<file path="config.mk">
export PLATFORM = sky130hd
export DESIGN_NAME = select_ctrl
export DESIGN_NICKNAME = d
export VERILOG_FILES = /design/src/rtl/select_ctrl.sv
export SDC_FILE = /design/constraint.sdc
export NUM_CORES = 1
export LEC_CHECK = 0
export CAP_MARGIN = 20
export CORE_MARGIN = 5
export CORE_UTILIZATION = 33
export CTS_CLUSTER_DIAMETER = 50
export CTS_CLUSTER_SIZE = 40
export DETAILED_ROUTE_END_ITERATION = 12
export DONT_BUFFER_PORTS = 1
export GPL_ROUTABILITY_DRIVEN = 0
export GPL_TIMING_DRIVEN = 0
export HOLD_SLACK_MARGIN = 0.03
export SLEW_MARGIN = 20
export SYNTH_ARGS = -nofsm -noshare
export SYNTH_HDL_FRONTEND = slang
export SYNTH_SLANG_ARGS = --single-unit
</file>
<file path="constraint.sdc">
create_clock -name clk -period 1.6 [get_ports clk]
set_clock_uncertainty 0.15 [all_clocks]
set_input_delay 0.24 -clock clk [delete_from_list [all_inputs] [get_ports clk]]
set_output_delay 0.24 -clock clk [all_outputs]
set_load 0.005 [all_outputs]
</file>
<file path="src/rtl/select_ctrl.sv">
`timescale 1ns/1ps
// select_ctrl: synchronous master for a 2-phase select element.
// Accepts a command, sets sel_o, waits SETUP_CYCLES, toggles req_o, then
// reports which synchronised branch output (true/false) toggled.
// Optional feature: define SELECT_CTRL_TIMEOUT_EN for a WAIT-state timeout.
module select_ctrl #(
  parameter int SYNC_STAGES    = 2,
  parameter int SETUP_CYCLES   = 2,
  parameter int TIMEOUT_CYCLES = 255
) (
  input  logic clk,
  input  logic rst,
  input  logic cmd_valid,
  output logic cmd_ready,
  input  logic cmd_sel,
  output logic sel_o,
  output logic req_o,
  input  logic br_true_i,
  input  logic br_false_i,
  output logic rsp_valid,
  input  logic rsp_ready,
  output logic rsp_branch,
  output logic rsp_err
);

  localparam int SW = (SETUP_CYCLES > 1) ? $clog2(SETUP_CYCLES) : 1;

  // Reject illegal parameter values at elaboration.
  if (SYNC_STAGES < 2 || SETUP_CYCLES < 1 || TIMEOUT_CYCLES < 1 || TIMEOUT_CYCLES > 65535) begin : g_param_check
    $error("select_ctrl: parameter out of legal range");
  end

  typedef enum logic [1:0] {S_IDLE, S_SETUP, S_WAIT, S_RESP} state_t;

  state_t                 r_state, w_state_n;
  logic [SYNC_STAGES-1:0] r_sync_t, r_sync_f;
  logic                   r_ph_t, r_ph_f;
  logic                   r_ev_t, r_ev_f;
  logic                   r_spur, w_spur_n;
  logic [SW-1:0]          r_setup, w_setup_n;
  logic                   r_cmd_ready, w_cmd_ready_n;
  logic                   r_sel, w_sel_n;
  logic                   r_req, w_req_n;
  logic                   r_rsp_valid, w_rsp_valid_n;
  logic                   r_rsp_branch, w_rsp_branch_n;
  logic                   r_rsp_err, w_rsp_err_n;
  logic                   w_lvl_t, w_lvl_f;
  logic                   w_ev_exp, w_ev_oth;
`ifdef SELECT_CTRL_TIMEOUT_EN
  logic [15:0]            r_to, w_to_n;
`endif

  assign w_lvl_t = r_sync_t[SYNC_STAGES-1];
  assign w_lvl_f = r_sync_f[SYNC_STAGES-1];

  // Branch synchronisers and edge-event detection against the phase registers.
  // The phase register always tracks the last synchronised level, so an
  // event updates it and simultaneous events update both.
  always_ff @(posedge clk or posedge rst) begin
    if (rst) begin
      r_sync_t <= '0;
      r_sync_f <= '0;
      r_ph_t   <= 1'b0;
      r_ph_f   <= 1'b0;
      r_ev_t   <= 1'b0;
      r_ev_f   <= 1'b0;
    end else begin
      r_sync_t <= {r_sync_t[SYNC_STAGES-2:0], br_true_i};
      r_sync_f <= {r_sync_f[SYNC_STAGES-2:0], br_false_i};
      r_ev_t   <= w_lvl_t ^ r_ph_t;
      r_ev_f   <= w_lvl_f ^ r_ph_f;
      r_ph_t   <= w_lvl_t;
      r_ph_f   <= w_lvl_f;
    end
  end

  // FSM state and output registers.
  always_ff @(posedge clk or posedge rst) begin
    if (rst) begin
      r_state      <= S_IDLE;
      r_cmd_ready  <= 1'b0;
      r_sel        <= 1'b0;
      r_req        <= 1'b0;
      r_setup      <= '0;
      r_spur       <= 1'b0;
      r_rsp_valid  <= 1'b0;
      r_rsp_branch <= 1'b0;
      r_rsp_err    <= 1'b0;
`ifdef SELECT_CTRL_TIMEOUT_EN
      r_to         <= '0;
`endif
    end else begin
      r_state      <= w_state_n;
      r_cmd_ready  <= w_cmd_ready_n;
      r_sel        <= w_sel_n;
      r_req        <= w_req_n;
      r_setup      <= w_setup_n;
      r_spur       <= w_spur_n;
      r_rsp_valid  <= w_rsp_valid_n;
      r_rsp_branch <= w_rsp_branch_n;
      r_rsp_err    <= w_rsp_err_n;
`ifdef SELECT_CTRL_TIMEOUT_EN
      r_to         <= w_to_n;
`endif
    end
  end

  assign w_ev_exp = r_sel ? r_ev_t : r_ev_f;
  assign w_ev_oth = r_sel ? r_ev_f : r_ev_t;

  // Next-state and next-output logic.
  always_comb begin
    w_state_n      = r_state;
    w_sel_n        = r_sel;
    w_req_n        = r_req;
    w_setup_n      = r_setup;
    w_spur_n       = r_spur;
    w_rsp_valid_n  = r_rsp_valid;
    w_rsp_branch_n = r_rsp_branch;
    w_rsp_err_n    = r_rsp_err;
`ifdef SELECT_CTRL_TIMEOUT_EN
    w_to_n         = r_to;
`endif
    if (r_state != S_WAIT && (r_ev_t || r_ev_f)) w_spur_n = 1'b1;
    case (r_state)
      S_IDLE: begin
        if (cmd_valid && r_cmd_ready) begin
          w_sel_n   = cmd_sel;
          w_setup_n = SW'(SETUP_CYCLES - 1);
          w_state_n = S_SETUP;
        end
      end
      S_SETUP: begin
        if (r_setup == '0) begin
          w_req_n   = ~r_req;
`ifdef SELECT_CTRL_TIMEOUT_EN
          w_to_n    = '0;
`endif
          w_state_n = S_WAIT;
        end else begin
          w_setup_n = r_setup - 1'b1;
        end
      end
      S_WAIT: begin
        if (r_ev_t || r_ev_f) begin
          w_rsp_branch_n = (w_ev_exp) ? r_sel : ~r_sel;
          w_rsp_err_n    = w_ev_oth | r_spur;
          w_rsp_valid_n  = 1'b1;
          w_spur_n       = 1'b0;
          w_state_n      = S_RESP;
        end
`ifdef SELECT_CTRL_TIMEOUT_EN
        else if (r_to == 16'(TIMEOUT_CYCLES)) begin
          w_rsp_branch_n = r_sel;
          w_rsp_err_n    = 1'b1;
          w_rsp_valid_n  = 1'b1;
          w_spur_n       = 1'b0;
          w_state_n      = S_RESP;
        end else begin
          w_to_n = r_to + 16'd1;
        end
`endif
      end
      S_RESP: begin
        if (rsp_ready) begin
          w_rsp_valid_n = 1'b0;
          w_state_n     = S_IDLE;
        end
      end
      default: w_state_n = S_IDLE;
    endcase
    w_cmd_ready_n = (w_state_n == S_IDLE);
  end

  assign cmd_ready  = r_cmd_ready;
  assign sel_o      = r_sel;
  assign req_o      = r_req;
  assign rsp_valid  = r_rsp_valid;
  assign rsp_branch = r_rsp_branch;
  assign rsp_err    = r_rsp_err;

endmodule

</file>
Word-level counts from Yosys, hierarchy flattened
Cells that the tools add are included.
{"block": "totals", "mem_bits_rw": 0, "latchBits": 0, "in_bits": 7, "ff_bits": 18, "output_inout_bits": 6, "memories": 0, "mem_bits_ro": 0}
{"block": "classes", "reduce_logical": 12, "eq_ne": 7, "mux": 17, "order_cmp": 0, "shift": 0, "addsub": 1, "mul": 0, "n_bitwise": 6, "div_mod_pow": 0}
{"cell": "1-bit two-way mux", "n": 10}
{"cell": "2-bit two-way mux", "n": 4}
{"cell": "2-bit inequality test, second input constant", "n": 4}
{"cell": "2-bit one-hot mux with 4 select lines", "n": 1}
{"cell": "2-bit AND reduction", "n": 4}
{"cell": "2-bit == test, second input constant", "n": 2}
{"cell": "2-bit zero test", "n": 2}
{"cell": "1-bit one-hot mux with 2 select lines", "n": 2}
{"cell": "2-bit nonzero test", "n": 2}
{"cell": "1-bit inverter", "n": 3}
{"cell": "3-bit AND reduction", "n": 1}
{"cell": "2-bit by 1-bit == test with 1-bit output, second input constant", "n": 1}
{"cell": "1-bit logical AND", "n": 2}
{"cell": "1-bit bitwise XOR", "n": 2}
{"cell": "1-bit logical OR", "n": 1}
{"cell": "1-bit bitwise OR", "n": 1}
{"cell": "1-bit subtractor, second input constant", "n": 1}

Longest topological paths before layout
{"block": "logic_depth", "depth_word": 5, "ltp_mapped": 4}

Least setup slack after synthesis
Ideal clock, no wire load.
{"block": "synth_path", "path_kind": "register to register", "startpoint": "register r_state[0]", "endpoint": "register r_sel, in the netlist sel_o", "setup_time_ns": 0.125, "t_arrival_ns": 0.967, "path_stages_with_launch": 3, "n_path_buf": 0, "t_required_ns": 1.325, "setup_slack_ns": 0.359, "cell_sequence": "dfrtp_1 -> nor3_1 -> mux2_2"}
{"block": "synth_via", "elab_chain_len": 2}
{"item": "from (decl)", "line": "35", "rtl": "state_t r_state, w_state_n;"}
{"item": "from (signal assigned)", "line": "93", "rtl": "r_state <= w_state_n;"}
{"item": "2-bit zero test", "line": "125", "rtl": "case (r_state)"}
{"item": "2-bit AND reduction (no source line)"}
{"item": "to (signal assigned)", "line": "95", "rtl": "r_sel <= w_sel_n;"}
{"item": "to (decl)", "line": "42", "rtl": "logic r_sel, w_sel_n;"}
No other way between the ends.
A chain may end at the register's enable or synchronous reset.

Final worst setup path
Same ends and word-level chain as after synthesis.

==> metrics <==
outcome=finished, final reports clean; postcts setup bufs=0; Initial Util=0.348; largest net degree at the start of global routing=19; setup TNS=0 ps; routed wire length=1050 µm; WP data arrival=1370 ps; Slew HR=0.558; share of cells above drive strength 1=0.219; critical-path cell list=nor3_1, mux2_2; Hold Fails Final Rpt=0; Hold Startpoint=cmd_valid; first-pass GRT wire length=2030 µm; Final Util=0.408; Syn Inst Count=55; Critical-path top delay cell=dfrtp_1; synth top area cells=dfrtp_1, xor2_1, a21oi_1; FF-to-FF Start=r_state[0]$_DFF_PP0_; top-count cell post-synth=dfrtp_1; Commonest cells post-synth=dfrtp_1, nand2_1, a21oi_1; Clock Latency Late Sink=290 ps; Area Overhead vs Synth=17.4%; H-tree Lvls=1; DR WL/cell=11.5 µm; I/O pin count=13; Die Y=55.7 µm; hold_ws=56.1 ps; root buf cell=clkbuf_4; drt first pass iters=4; CP endpoint kind=flop; syn_nets=62; initial antenna violation count=0; slowest stage delay, CP=470 ps; area leader, netlist=dfrtp_1; Critical path origin=r_state[0]$_DFF_PP0_; Antenna Cells=0; CTS tree=yes; vias in the first global route=468; #FFs+latches synth=18; Final HPWL DP=750 µm; RSZ-0062 raised after global routing=no; CTS Sinks=18; fill cell count=179; CTS Hold Bufs=5; DRT iter0 DRCs=9; min Tclk post-route=1340 ps; Netlist cell types=22; detailed-route via count=430; chip width=55.7 µm; crit path max fanout=7; Max Slew Vio Count=0; Post-Syn Area=689 µm²; buffers and inverters on the worst path=0; synth warn=0; Num CTS Buffers=3; DRC=0; Worst VDD drop=0.674 mV; total die area=3100 µm²; Startpoint Class=flop; PostCTS Resize Cnt=0; Pwr Density=1680 nW/µm²; core area=1980 µm²; leakage dissipation=0.000347 µW; Max Cap Violations=0; FFs w/ async S/R, synth=1.00; vias per cell=4.73; Post-DRT Antenna Nets=0; Main synth FF type=dfrtp_1; Max Freq=748 MHz; Nets=72; Worst path top cell family by delay=flip-flops; worst-margin pin slew=662 ps; clock-pin slew on the worst setup and hold paths=100 ps; HP Class=in -> reg; syn avg cell area=12.5 µm²; Site Rows=16; Tot GR Track Use=0.0849; Seq/Total Area, Yosys=0.653; share of the synthesized area in the top cell type=0.653; I/O Buffers=0; final worst path period share=0.836; Remaining Overflow, GRT=0; CP Class=reg -> reg; clock tree buffer depth=2; number of enable flip-flop cells after synthesis=0; CP required=1630 ps; Final setup viols=0
registers in the layout, indices dropped and copies added (netlist names), named ones only:
| register | count |
|---|---|
| r_sync_t | 2 |
| r_setup | 1 |
| sel_o | 1 |
| r_ev_f | 1 |
| r_ev_t | 1 |
| r_ph_f | 1 |
| r_state | 2 |
| cmd_ready | 1 |
| rsp_branch | 1 |
| req_o | 1 |
| rsp_valid | 1 |
| r_sync_f | 2 |
| r_ph_t | 1 |
| rsp_err | 1 |
cells in the final DEF, fill, tap and decap left out:
| master | count |
|---|---|
| a31oi_1 | 1 |
| o211ai_1 | 1 |
| a21boi_0 | 1 |
| a21oi_1 | 5 |
| dlygate4sd3_1 | 5 |
| inv_1 | 1 |
| nor3_1 | 2 |
| and3_1 | 1 |
| buf_4 | 1 |
| nor2b_2 | 1 |
| clkbuf_4 | 3 |
| clkbuf_8 | 1 |
| nor4b_2 | 1 |
| o22a_2 | 1 |
| dfrtp_1 | 18 |
| nor3_4 | 1 |
| a21o_2 | 1 |
| or2_2 | 1 |
| nand2_1 | 6 |
| nor3_2 | 1 |
| nor2_1 | 3 |
| mux2_2 | 1 |
| inv_2 | 1 |
| o21ai_0 | 3 |
| xor2_1 | 3 |
path summary, 6_finish.rpt:
| check | slack, ps | cells after the start | to |
|---|---|---|---|
| min | 60 | 3 | cmd_ready$_DFF_PP0_ |
| max reg2reg | 260 | 2 | sel_o$_DFFE_PP0P_ |
| min reg2reg | 210 | 0 | r_sync_t[1]$_DFF_PP0_ |
| max | 260 | 2 | sel_o$_DFFE_PP0P_ |
| max in group asynchronous | 550 | 2 | r_ev_f$_DFF_PP0_ |
| min in group asynchronous | 330 | 2 | r_ev_t$_DFF_PP0_ |
routing by layer:
metal	global-route usage	up-vias	part of all wire
met5	0	-	0
met4	0.0313	0	0.0095
met3	0.0510	2	0.094
met2	0.117	16	0.44
met1	0.108	204	0.45
li1	-	208	-
layout make-up:
type,instances,area (µm²),share of cell area
clock buffers,4,36.3,0.0448
well taps,27,33.8,0.0417
inverters,2,7.51,0.00927
multi-input cells,34,224,0.277
plain buffers,1,7.51,0.00927
repair buffers,5,50.0,0.0618
flip-flops and latches,18,450,0.556
per-stage QoR:
stage	setup WS [ps]	instances	power (µW)	instance area, µm²
after global routing	192	91	1500	810
after floorplan	359	55	1020	689
final	263	91	1360	810
after detailed placement	259	82	1100	723
after CTS	245	91	1390	810
after global placement	270	82	1080	723
where the power goes:
group | total, µW | leakage (µW) | switching (µW) | internal [µW]
sequential | 729 | 0.000209 | 136 | 594
clock | 271 | 0.0000210 | 132 | 139
combinational | 363 | 0.000116 | 189 | 174
worst min-delay path, delay by kind of cell:
family | cells | cell delay (ps)
and+or+nand+nor | 2 | 160
AOI/OAI and AO/OA | 1 | 60
cells by family (layout without fill, tap and decap cells):
family,Yosys count,after routing,synth area share
flops,18,18,0.653
buf+inv,3,12,0.0218
simple gates,17,17,0.154
compound gates,13,13,0.116
xor+xnor,3,3,0.0381
mux,1,1,0.0163
(Power assumes the default switching activity.)
